<file path="src/rtl/fmpadding_cfg_sched.sv">
// Configuration scheduler for the fmpadding core: writes descriptors into the core's registers
// and opens the core's input only at frame boundaries. Optional frame counter: FMPADDING_SCHED_FRAME_CNT_EN.
module fmpadding_cfg_sched #(
    parameter int XCOUNTER_BITS = 8,
    parameter int YCOUNTER_BITS = 8,
    parameter int NUM_CHANNELS  = 4,
    parameter int SIMD          = 2,
    parameter int BEAT_BITS     = XCOUNTER_BITS + YCOUNTER_BITS + $clog2(NUM_CHANNELS / SIMD) + 1
) (
    input  logic                                       ap_clk,
    input  logic                                       ap_rst,
    input  logic                                       cfg_tvalid,
    output logic                                       cfg_tready,
    input  logic [3*XCOUNTER_BITS+3*YCOUNTER_BITS-1:0] cfg_tdata,
    output logic                                       we,
    output logic [4:0]                                 wa,
    output logic [31:0]                                wd,
    input  logic                                       s_axis_tvalid,
    output logic                                       s_axis_tready,
    output logic                                       pad_tvalid,
    input  logic                                       pad_tready,
    input  logic                                       m_axis_tvalid,
    input  logic                                       m_axis_tready,
    output logic                                       busy,
`ifdef FMPADDING_SCHED_FRAME_CNT_EN
    output logic [31:0]                                frame_cnt,
`endif
    output logic                                       frame_done
);
    localparam int XB    = XCOUNTER_BITS;
    localparam int YB    = YCOUNTER_BITS;
    localparam int CFG_W = 3 * XB + 3 * YB;
    localparam int FOLD  = NUM_CHANNELS / SIMD;
    localparam logic [BEAT_BITS-1:0] ONE    = BEAT_BITS'(1);
    localparam logic [BEAT_BITS-1:0] FOLD_B = BEAT_BITS'(FOLD);

    typedef enum logic [1:0] {IDLE, WRITE, RUN} state_t;

    state_t               state_q, state_d;
    logic [2:0]           wcnt_q, wcnt_d;
    logic [CFG_W-1:0]     act_q, act_d;
    logic [CFG_W-1:0]     pend_q, pend_d;
    logic                 pend_vld_q, pend_vld_d;
    logic [BEAT_BITS-1:0] in_beats_q, in_beats_d;
    logic [BEAT_BITS-1:0] out_beats_q, out_beats_d;
    logic [BEAT_BITS-1:0] in_cnt_q, in_cnt_d;
    logic [BEAT_BITS-1:0] out_cnt_q, out_cnt_d;
    logic                 gate_q, gate_d;
`ifdef FMPADDING_SCHED_FRAME_CNT_EN
    logic [31:0]          frame_cnt_q, frame_cnt_d;
`endif

    logic [XB-1:0] xon, xoff, xend;
    logic [YB-1:0] yon, yoff, yend;
    logic [BEAT_BITS-1:0] dx, dy, xe, ye, in_beats_c, out_beats_c;
    logic [31:0] wd_field;
    logic gate_open, cfg_hs, pad_hs, m_hs, last_out;

    assign xon  = act_q[XB-1:0];
    assign xoff = act_q[2*XB-1:XB];
    assign xend = act_q[3*XB-1:2*XB];
    assign yon  = act_q[3*XB+YB-1:3*XB];
    assign yoff = act_q[3*XB+2*YB-1:3*XB+YB];
    assign yend = act_q[3*XB+3*YB-1:3*XB+2*YB];

    // Inverted ON/OFF pairs give an empty window rather than a wrapped count.
    always_comb begin
        dx          = (xoff > xon) ? BEAT_BITS'(xoff - xon) : '0;
        dy          = (yoff > yon) ? BEAT_BITS'(yoff - yon) : '0;
        xe          = BEAT_BITS'(xend) + ONE;
        ye          = BEAT_BITS'(yend) + ONE;
        in_beats_c  = dx * dy * FOLD_B;
        out_beats_c = xe * ye * FOLD_B;
    end

    always_comb begin
        case (wcnt_q)
            3'd0:    wd_field = 32'(xon);
            3'd1:    wd_field = 32'(xoff);
            3'd2:    wd_field = 32'(xend);
            3'd3:    wd_field = 32'(yon);
            3'd4:    wd_field = 32'(yoff);
            3'd5:    wd_field = 32'(yend);
            default: wd_field = '0;
        endcase
    end

    // All outputs read idle during the reset cycle itself.
    assign gate_open = gate_q & ~ap_rst;
    assign cfg_hs    = cfg_tvalid & cfg_tready;
    assign pad_hs    = s_axis_tvalid & pad_tready & gate_open;
    assign m_hs      = m_axis_tvalid & m_axis_tready;
    assign last_out  = ~ap_rst & (state_q == RUN) & m_hs & (out_cnt_q == ONE);

    always_ff @(posedge ap_clk) begin
        if (ap_rst) begin
            state_q     <= IDLE;
            wcnt_q      <= '0;
            act_q       <= '0;
            pend_q      <= '0;
            pend_vld_q  <= 1'b0;
            in_beats_q  <= '0;
            out_beats_q <= '0;
            in_cnt_q    <= '0;
            out_cnt_q   <= '0;
            gate_q      <= 1'b0;
`ifdef FMPADDING_SCHED_FRAME_CNT_EN
            frame_cnt_q <= '0;
`endif
        end else begin
            state_q     <= state_d;
            wcnt_q      <= wcnt_d;
            act_q       <= act_d;
            pend_q      <= pend_d;
            pend_vld_q  <= pend_vld_d;
            in_beats_q  <= in_beats_d;
            out_beats_q <= out_beats_d;
            in_cnt_q    <= in_cnt_d;
            out_cnt_q   <= out_cnt_d;
            gate_q      <= gate_d;
`ifdef FMPADDING_SCHED_FRAME_CNT_EN
            frame_cnt_q <= frame_cnt_d;
`endif
        end
    end

    always_comb begin
        state_d = state_q;
        case (state_q)
            IDLE:    if (cfg_hs) state_d = WRITE;
            WRITE:   if (wcnt_q == 3'd5) state_d = RUN;
            RUN:     if (last_out && (pend_vld_q || cfg_hs)) state_d = WRITE;
            default: state_d = IDLE;
        endcase
    end

    always_comb begin
        wcnt_d      = wcnt_q;
        act_d       = act_q;
        pend_d      = pend_q;
        pend_vld_d  = pend_vld_q;
        in_beats_d  = in_beats_q;
        out_beats_d = out_beats_q;
        in_cnt_d    = in_cnt_q;
        out_cnt_d   = out_cnt_q;
        case (state_q)
            IDLE: begin
                if (cfg_hs) begin
                    act_d  = cfg_tdata;
                    wcnt_d = '0;
                end
            end
            WRITE: begin
                wcnt_d      = wcnt_q + 3'd1;
                in_beats_d  = in_beats_c;
                out_beats_d = out_beats_c;
                if (wcnt_q == 3'd5) begin
                    wcnt_d    = '0;
                    in_cnt_d  = in_beats_q;
                    out_cnt_d = out_beats_q;
                end
            end
            RUN: begin
                if (pad_hs && in_cnt_q != '0) in_cnt_d = in_cnt_q - ONE;
                if (m_hs && out_cnt_q != '0) out_cnt_d = out_cnt_q - ONE;
                if (cfg_hs) begin
                    pend_d     = cfg_tdata;
                    pend_vld_d = 1'b1;
                end
                // A descriptor arriving on the last beat goes straight to active.
                if (last_out) begin
                    if (pend_vld_q || cfg_hs) begin
                        act_d      = pend_vld_q ? pend_q : cfg_tdata;
                        pend_vld_d = 1'b0;
                        wcnt_d     = '0;
                    end else begin
                        in_cnt_d  = in_beats_q;
                        out_cnt_d = out_beats_q;
                    end
                end
            end
            default: ;
        endcase
        gate_d = (state_d == RUN) && (in_cnt_d != '0);
    end

`ifdef FMPADDING_SCHED_FRAME_CNT_EN
    always_comb begin
        frame_cnt_d = frame_cnt_q;
        if (last_out) frame_cnt_d = frame_cnt_q + 32'd1;
    end
    assign frame_cnt = frame_cnt_q;
`endif

    always_comb begin
        cfg_tready    = ~ap_rst & ((state_q == IDLE) | ((state_q == RUN) & ~pend_vld_q));
        we            = ~ap_rst & (state_q == WRITE);
        wa            = we ? 5'(wcnt_q) : 5'd0;
        wd            = we ? wd_field : 32'd0;
        busy          = ~ap_rst & (state_q != IDLE);
        frame_done    = last_out;
        s_axis_tready = pad_tready & gate_open;
        pad_tvalid    = s_axis_tvalid & gate_open;
    end
endmodule

</file>
<file path="config.mk">
export PLATFORM = sky130hd
export DESIGN_NAME = fmpadding_cfg_sched
export DESIGN_NICKNAME = d
export VERILOG_FILES = /design/src/rtl/fmpadding_cfg_sched.sv
export SDC_FILE = /design/constraint.sdc
export NUM_CORES = 1
export LEC_CHECK = 0
export CAP_MARGIN = 5
export CORE_MARGIN = 2
export CORE_UTILIZATION = 39
export DETAILED_ROUTE_END_ITERATION = 10
export GPL_TIMING_DRIVEN = 1
export PLACE_DENSITY_LB_ADDON = 0.08
export REMOVE_ABC_BUFFERS = 1
export SLEW_MARGIN = 25
export SYNTH_ARGS = -nofsm -noshare
export SYNTH_HDL_FRONTEND = slang
export SYNTH_SLANG_ARGS = --single-unit
</file>
<file path="constraint.sdc">
create_clock -name ap_clk -period 6.7 [get_ports ap_clk]
set_input_delay 1.34 -clock ap_clk [delete_from_list [all_inputs] [get_ports ap_clk]]
set_output_delay 1.34 -clock ap_clk [all_outputs]
set_load 0.02 [all_outputs]
</file>
==> impl_metrics.env <==
export IMPL_netlist_top_cells_area="dfxtp_1 22%, fa_1 17%, ha_1 8.7%"
export IMPL_max_cap_viol_count=0
export IMPL_max_freq_ghz=0.1507
export IMPL_h_tree_depth=4
export IMPL_drt_antenna_net_count=0
export IMPL_grt_pass1_wl_um=74020
export IMPL_first_global_vias=13780
export IMPL_power_density_mw_per_mm2=233.3
export IMPL_finalWorstPathRequiredPeriod_ns=6.637
export IMPL_pleak_nw=8.217
export IMPL_post_synth_top_area_fraction=0.2160
export IMPL_critPathLaunch="act_q[8]"
export IMPL_yosysUniqueCellTypes=78
export IMPL_async_reset_ff_frac=0
export IMPL_placement_io_buffers=71
export IMPL_io_pins=98
export IMPL_rsz0062_at_grt="true"
export IMPL_cts_tree="done"
export IMPL_setup_worst_path_end_class="register"
export IMPL_antenna_diode_count=0
export IMPL_hold_path_startpoint="pend_q[18]"
export IMPL_finalNetCount=2472
export IMPL_final_hold_vio_count=0
export IMPL_fin_total_pwr_mw=4.481
export IMPL_rr_endpoint="in_beats_q[17]"
export IMPL_critical_path_max_fanout=3
export IMPL_outcome="complete, no violations"
export IMPL_timing_critical_path_slowest_cell_delay_ns=0.55
export IMPL_layout_worst_path_cycle_share=0.9906
export IMPL_synthesis_instances=2012
export IMPL_tightestPinTransition_ns=0.8589
export IMPL_ys_ff_latch=173
export IMPL_synth_edf_count=0
export IMPL_detail_route_first_pass_iterations=5
export IMPL_totalNegativeSetupSlack_ns=0
export IMPL_cts_reportedPaths_clkPinSlew_ns=0.07
export IMPL_timing_worst_setup_path_type="register to register"
export IMPL_final_max_slew_viol_count=0
export IMPL_drc=0
export IMPL_grtUsageTotal=0.2223
export IMPL_slew_headroom=0.4274
export IMPL_routability_driven_placement_congestion_ratio=0.8808
export IMPL_synth_most_common_cell="nand2_1"
export IMPL_grt_max_degree=78
export IMPL_fillers=4062
export IMPL_synth_largest_area_cell="dfxtp_1"
export IMPL_synth_flop_cell="dfxtp_1"
export IMPL_worst_r2r_setup_slack_ns=0.06
export IMPL_placed_area_sq_mm=0.01804
export IMPL_initial_utilization=0.3935
export IMPL_synth_common_cells="274 x nand2_1, 242 x inv_1, 235 x nor2_1"
export IMPL_num_vias=14020
export IMPL_cp_required_ns=7.11
export IMPL_route_detailed_wl_per_inst_um=16.91
export IMPL_finClkSkew_ns=0.01456
export IMPL_start_kind="register"
export IMPL_rows=74
export IMPL_fp_coreArea_sq_mm=0.04074
export IMPL_antenna_violations_before_repair=0
export IMPL_crit_slowest_cell="fa_1"
export IMPL_cts_inserted_buffers=17
export IMPL_ys_warn_count=0
export IMPL_max_clock_path_buffers=2
export IMPL_sequential_element_share_of_the_synthesized_area=0.2160
export IMPL_cts_sink_count=173
export IMPL_totalWireLength_um=45850
export IMPL_clk_insertion_delay_late_ns=0.49
export IMPL_crit_reg2reg_launch="act_q[8]"
export IMPL_die_width_um=206.7
export IMPL_worst_hold_path_endpoint="pend_q[18]"
export IMPL_die_height_um=206.7
export IMPL_gr_total_overflow=0
export IMPL_cp_common_cell="inv_2"
export IMPL_dr_first_iter_drc_count=894
export IMPL_synthToLayoutAreaGrowth_pct=19.79
export IMPL_cts_root_buffer_cell="clkbuf_16"
export IMPL_post_cts_hold_buffer_count=0
export IMPL_rr_worst_depth=31
export IMPL_vias_per_cell=5.168
export IMPL_layout_cell_area_non_filler_sq_mm=0.01920
export IMPL_worst_hold_path_type="register to register"
export IMPL_post_syn_area_sq_mm=0.01603
export IMPL_hpwl_um=34490
export IMPL_fraction_of_final_layout_cells_sized_beyond_drive_strength_1=0.1491
export IMPL_hold_path_cell_count=2
export IMPL_critPathArrivalTime_ns=7.04
export IMPL_synth_area_per_cell_sq_um=7.968
export IMPL_setup_viol=0
export IMPL_peakVddDrop_uv=177.9
export IMPL_die_area_sq_mm=0.04274
-- per-layer routing --
layer  track usage  share of wire  vias to the layer above
li1              -              -                     6989
met1        0.2999           0.47                     6710
met2        0.3579           0.46                      257
met3       0.03893          0.036                       60
met4       0.08004          0.028                        0
met5             0              0                        -
-- final cells by class --
| class | instances | area [sq um] | area share |
|---|---|---|---|
| Clock buffer | 18 | 429.2 | 0.02235 |
| Clock inverter | 13 | 126.4 | 0.006580 |
| Inverter | 244 | 915.9 | 0.04769 |
| Multi-Input combinational cell | 1491 | 11590 | 0.6037 |
| Sequential cell | 173 | 3471 | 0.1807 |
| Tap cell | 532 | 665.6 | 0.03466 |
| Timing Repair Buffer | 241 | 2003 | 0.1043 |
-- timing repair --
| action | in CTS | in global routing |
|---|---|---|
| gates resized for setup | 46 | 62 |
| pin swaps | 27 | 43 |
| endpoints found under the setup margin | 4 | 4 |
| cloned | 0 | 0 |
| setup buffers | 7 | 13 |
-- state kept, by name, summed over array words and instances, names as in the netlist --
signal       flops
in_beats_q      17
gate_q           1
pend_vld_q       1
out_beats_q     17
act_q           48
wcnt_q           3
in_cnt_q        18
out_cnt_q       18
state_q          2
pend_q          48
-- layout by cell type (no fill, tap or decap), drive strengths merged, types with 7 or more instances in the layout --
cell / instances
a222oi: 8
o2bb2ai: 10
ha: 112
a221oi: 14
a22oi: 19
xor2: 24
o21ai: 38
nor3: 39
a311oi: 49
a21o: 8
mux2i: 29
o21a: 8
clkdlybuf4s50: 70
and3: 10
a31oi: 9
conb: 26
inv: 250
nand4: 13
xnor2: 49
nor4: 12
nor2b: 20
a21oi: 96
and2: 23
o22ai: 7
nand3: 85
clkbuf: 18
or3: 9
dfxtp: 173
nand2b: 26
nor2: 236
o21bai: 7
buf: 171
fa: 137
o31ai: 7
or2: 14
nand2: 274
a211oi: 11
-- per-stage QoR --
stage                     hold WS (ns)  utilization  setup slack, ns  cells
after floorplan                 0.4254            -          -0.4210   1908
after global placement          0.4420       0.4428          -0.2226   2661
after detailed placement        0.4465       0.4428          -0.4105   2661
after CTS                       0.4571       0.4625         0.005910   2699
after global routing            0.4747       0.4714          -0.1895   2712
final                           0.4546       0.4714          0.06297   2712
-- report_power, final --
part	internal, mW	switching (mW)
combinational	1.10	1.24
sequential	1.08	0.0659
clock	0.488	0.502
-- worst max path at each step --
stage | end
floorplan | in_beats_q[17]
global placement | in_beats_q[17]
detailed placement | in_beats_q[17]
CTS | in_beats_q[17]
global route | in_beats_q[17]
finish | in_beats_q[17]
-- worst max-delay path, delay by kind of cell (launching register included) --
| family | cells | cell delay (ns) |
|---|---|---|
| fa+ha+maj | 9 | 3.87 |
| compound gates | 7 | 1.25 |
| buf+inv | 9 | 0.53 |
| flops | 1 | 0.33 |
| xor+xnor | 2 | 0.30 |
| simple gates | 4 | 0.26 |
-- kinds of logic after synthesis --
family,Yosys count,share of synthesized area
simple gates,783,0.2243
buf+inv,373,0.09522
compound gates,327,0.1435
fa+ha+maj,249,0.2585
flops,173,0.2160
xor+xnor,74,0.04129
mux,32,0.02092
other cells,1,0.0002339
(Power assumes the default switching activity.)
